### config.mk
export PLATFORM = sky130hd
export DESIGN_NAME = sync_fifo
export DESIGN_NICKNAME = d
export VERILOG_FILES = /design/src/rtl/sync_fifo.sv
export SDC_FILE = /design/constraint.sdc
export NUM_CORES = 1
export LEC_CHECK = 0
export ABC_AREA = 1
export CORE_MARGIN = 4
export CORE_UTILIZATION = 23
export CTS_BUF_LIST = sky130_fd_sc_hd__clkbuf_2
export DETAILED_ROUTE_END_ITERATION = 12
export SETUP_SLACK_MARGIN = 0.02
export SLEW_MARGIN = 40
export SYNTH_ARGS = -nofsm -noshare
export SYNTH_HDL_FRONTEND = slang
export SYNTH_SLANG_ARGS = --single-unit
### constraint.sdc
create_clock -name clk -period 3.9 [get_ports clk]
set_input_delay 0.78 -clock clk [delete_from_list [all_inputs] [get_ports clk]]
set_output_delay 0.78 -clock clk [all_outputs]
set_load 0.005 [all_outputs]
### src/rtl/sync_fifo.sv
// Single-clock first-word-fall-through FIFO with valid/ready handshakes on both sides.
// Optional rx->tx bypass on an empty FIFO is enabled by defining SYNC_FIFO_BYPASS_EN.
module sync_fifo #(
  parameter int DATA_WIDTH = 32,
  parameter int DEPTH      = 8
) (
  input  logic                  clk,
  input  logic                  rst,
  input  logic                  fifo_rx_valid,
  output logic                  fifo_rx_ready,
  input  logic [DATA_WIDTH-1:0] fifo_rx_data,
  output logic                  fifo_tx_valid,
  input  logic                  fifo_tx_ready,
  output logic [DATA_WIDTH-1:0] fifo_tx_data
);

  localparam int AW = $clog2(DEPTH);
  localparam logic [AW:0] PTR_ONE = {{AW{1'b0}}, 1'b1};

  logic [DATA_WIDTH-1:0] mem_r [DEPTH];
  logic [AW:0]           wr_ptr_r;
  logic [AW:0]           rd_ptr_r;
  logic [AW-1:0]         wr_idx_s;
  logic [AW-1:0]         rd_idx_s;
  logic                  empty_s;
  logic                  full_s;
  logic                  push_s;
  logic                  pop_s;

  assign wr_idx_s      = wr_ptr_r[AW-1:0];
  assign rd_idx_s      = rd_ptr_r[AW-1:0];
  assign empty_s       = (wr_ptr_r == rd_ptr_r);
  assign full_s        = (wr_idx_s == rd_idx_s) && (wr_ptr_r[AW] != rd_ptr_r[AW]);
  assign fifo_rx_ready = !full_s;

  // Head presentation and push/pop qualification; a bypassed word is never stored.
  always_comb begin
    fifo_tx_valid = !empty_s;
    fifo_tx_data  = {DATA_WIDTH{1'b0}};
    push_s        = fifo_rx_valid && !full_s;
    pop_s         = !empty_s && fifo_tx_ready;
    if (empty_s) begin
`ifdef SYNC_FIFO_BYPASS_EN
      if (fifo_rx_valid) begin
        fifo_tx_valid = 1'b1;
        fifo_tx_data  = fifo_rx_data;
        push_s        = !fifo_tx_ready;
      end else begin
        fifo_tx_data  = {DATA_WIDTH{1'b0}};
      end
`else
      fifo_tx_data = {DATA_WIDTH{1'b0}};
`endif
    end else begin
      fifo_tx_data = mem_r[rd_idx_s];
    end
  end

  // Pointer update; reset wins over any handshake in the same cycle.
  always_ff @(posedge clk) begin
    if (rst) begin
      wr_ptr_r <= {(AW+1){1'b0}};
      rd_ptr_r <= {(AW+1){1'b0}};
    end else begin
      if (push_s) begin
        wr_ptr_r <= wr_ptr_r + PTR_ONE;
      end else begin
        wr_ptr_r <= wr_ptr_r;
      end
      if (pop_s) begin
        rd_ptr_r <= rd_ptr_r + PTR_ONE;
      end else begin
        rd_ptr_r <= rd_ptr_r;
      end
    end
  end

  // Storage array, deliberately left out of reset.
  always_ff @(posedge clk) begin
    if (push_s && !rst) begin
      mem_r[wr_idx_s] <= fifo_rx_data;
    end
  end

endmodule

==> flow_metrics.tcl <==
set metrics [dict create \
    status "finished clean" \
    instances_no_fill 1653 \
    synth.area.mux_share_pct 0 \
    die_y_um 224 \
    dp_cells 1530 \
    crit_fanout 34 \
    ys_types 22 \
    synth_area_leader_cell "edfxtp_1" \
    grt_use_total_pct 10.8 \
    ys_ff_latch 267 \
    ys_seq_area_share_pct 73.7 \
    yosysWarnings 0 \
    grt_pass1_wl_um 42500 \
    yosys.area_share.xor_xnor_pct 0 \
    reg2reg_setup_slack_ps 1410 \
    end_kind "output pin" \
    crit_family "buffers and inverters" \
    synth_fa_ha_area_share_pct 0.233 \
    drc 0 \
    start_kind "flip-flop" \
    tightest_slew_ps 710 \
    area_growth_pct 20.2 \
    fin_util_pct 28.2 \
    h-tree-depth 3 \
    hold_viol 0 \
    dieArea_um2 50200 \
    synth_top_family_by_area "simple AND/OR/NAND/NOR gates" \
    hold_class "reg -> reg" \
    clk_pin_slew_worst_paths_ps 100 \
    wl_per_cell_um 16.7 \
    clock_latency_ps 790 \
    drtIter0Drc 698 \
    fin_crit_ps 3650 \
    ioPinCount 70 \
    portBuffers 69 \
    avgSynthCellArea_um2 12.0 \
    criticalPathCategory "reg -> out" \
    netlist_area_um2 10700 \
    relSlewSlack_pct 52.6 \
    report.final.slew_viol_count 0 \
    critPathBufInv 2 \
    synth_edf_count 256 \
    core_region_area_um2 45800 \
    critPathSlowestCell "dfxtp_4" \
    grt_max_degree 69 \
    synth_cells 891 \
    yosysMostFrequentCell "nor2_1" \
    synth_ff_type "edfxtp_1" \
    yosys.area.top_type_share_pct 71.7 \
    fin_skew_ps 62.9 \
    overflow 0 \
    routed_wl_um 27500 \
    synth_async_sr_flop_share_pct 0 \
    vias_per_cell 4.29 \
    layout.nets 1050 \
    max_freq_mhz 274 \
    cp_data_required_time_ps 3120 \
    drive_gt1_share_pct 15.4 \
    critical_path.cell_chain "buf_16 -> nor2_1 -> nor2_1 -> o21ai_0 -> o21ai_0 -> o21ai_0 -> nor2_1 -> clkdlybuf4s50_1" \
    synth_fp_nets 929 \
    setup_violations 0 \
    synth_common_cells "nor2_1, edfxtp_1, o21ai_0, o21ai_1, nand2_1" \
    dpl.hpwl_um 15300 \
    p_leak_nw 4.33 \
    die_x_um 224 \
    start_util_pct 23.4 \
    netlist_top_cells_area "edfxtp_1, nor2_1, o21ai_0" \
    ir_drop_mv 0.154 \
    ant_nets 0 \
    crit_path_max_incr_delay_ps 570 \
    num-fill-cells 4661 \
    clk_path_buf_depth 3 \
    drtPass1Iterations 5 \
    cap_violations 0 \
    antenna_found_initial 2 \
    rsz0062_at_grt "false" \
    numCtsBuffers 69 \
    synth_compound_area_share_pct 10.9 \
    clock-sinks 267 \
    finalCritPeriodShare_pct 93.5 \
    synthSimpleGateAreaFrac_pct 11.5 \
    vias 7093 \
    cts_root_buffer "clkbuf_2" \
    setup_tns_ps 0 \
    first_global_vias 7335 \
    rows 78 \
    crit_arrival_ps 2870 \
    cts_tree "yes" \
    p_per_area_nw_per_um2 477 \
    place_congestion 0.718 \
]
-- worst min-delay path, delay by kind of cell, from the launching register on --
family	cells	cell delay (ps)
flops	1	350
compound gates	1	130
simple gates	1	80
-- metal layers --
| metal | GRT usage, % | part of all wire, % | up-vias |
|---|---|---|---|
| li1 | - | - | 3415 |
| met1 | 14.0 | 45 | 3412 |
| met2 | 17.4 | 47 | 201 |
| met3 | 2.56 | 5.1 | 63 |
| met4 | 4.35 | 3.0 | 2 |
| met5 | 0 | 0.073 | - |
-- sequential cells by signal, indices dropped and copies added (netlist names), named ones only --
name	cells
wr_ptr_r	4
mem_r	256
rd_ptr_r	4
-- repair_timing --
| action | in CTS | in global routing |
|---|---|---|
| resized for setup | 2 | 6 |
| setup endpoints to repair | 7 | 7 |
| setup buffers | 2 | 7 |
| cloned | 0 | 2 |
| pin swaps | 0 | 1 |
| hold buffers | 0 | 0 |
-- metrics by stage --
| step | worst slack [ps] | instance area, um^2 | total power [W] | hold WS, ps |
|---|---|---|---|---|
| 2_1_floorplan | 973 | 10700 | 0.00386 | 496 |
| 3_3_place_gp | 821 | 12100 | 0.00433 | 522 |
| 3_5_place_dp | 804 | 12100 | 0.00433 | 541 |
| 4_1_cts | 51.4 | 12800 | 0.00618 | 534 |
| 5_1_grt | 21.7 | 12900 | 0.00653 | 564 |
| 6_report | 252 | 12900 | 0.00615 | 543 |
-- placed cells by master, fill, tap and decap left out --
master             n
nor2_1           265
edfxtp_1         256
o21ai_0          159
clkbuf_2          95
clkdlybuf4s50_1   69
o21ai_1           65
nand2_1           25
buf_4             25
inv_1             12
nand3_1           12
nor2_4             8
clkinv_1           8
dfxtp_1            8
inv_2              7
a21oi_1            7
nand2_2            3
buf_16             3
buf_6              3
diode_2            2
nor2_2             2
ha_1               2
dfxtp_4            2
clkinvlp_4         2
clkbuf_16          2
buf_12             2
nand2_4            1
inv_8              1
nand4_2            1
nand4_1            1
a21oi_2            1
dfxtp_2            1
bufinv_16          1
clkinv_2           1
clkinv_4           1
-- final cells by class --
cell class / instances / area, um^2 / share of cell area (%)
Sequential cell: 267 / 7920 / 61.4
Multi-Input combinational cell: 552 / 2490 / 19.3
Timing Repair Buffer: 104 / 1080 / 8.41
Tap cell: 600 / 751 / 5.82
Clock buffer: 95 / 475 / 3.69
Clock inverter: 15 / 96.3 / 0.747
Inverter: 18 / 75.1 / 0.582
Antenna cell: 2 / 5.00 / 0.0388
-- report_power, final --
| group | switching (W) | internal (W) |
|---|---|---|
| clock network | 0.00111 | 0.000716 |
| registers | 0.0000455 | 0.00318 |
| logic | 0.000635 | 0.000466 |
| total | 0.00179 | 0.00437 |
-- worst paths after layout --
| kind | from | cells past startpoint | endpoint |
|---|---|---|---|
| setup / recovery | flip-flop | 8 | fifo_tx_data[16] |
| hold / removal | rd_ptr_r[2] | 2 | flip-flop |
| setup reg to reg | wr_ptr_r[0] | 9 | mem_r[4][13] |
| hold reg to reg | rd_ptr_r[2] | 2 | flip-flop |
-- kinds of logic after synthesis --
| logic type | after synthesis |
|---|---|
| AOI/OAI and AO/OA | 232 |
| adders and majority gates | 2 |
| buffers and inverters | 72 |
| DFF | 267 |
| and+or+nand+nor | 318 |
Power figures use the tool's default switching activity.
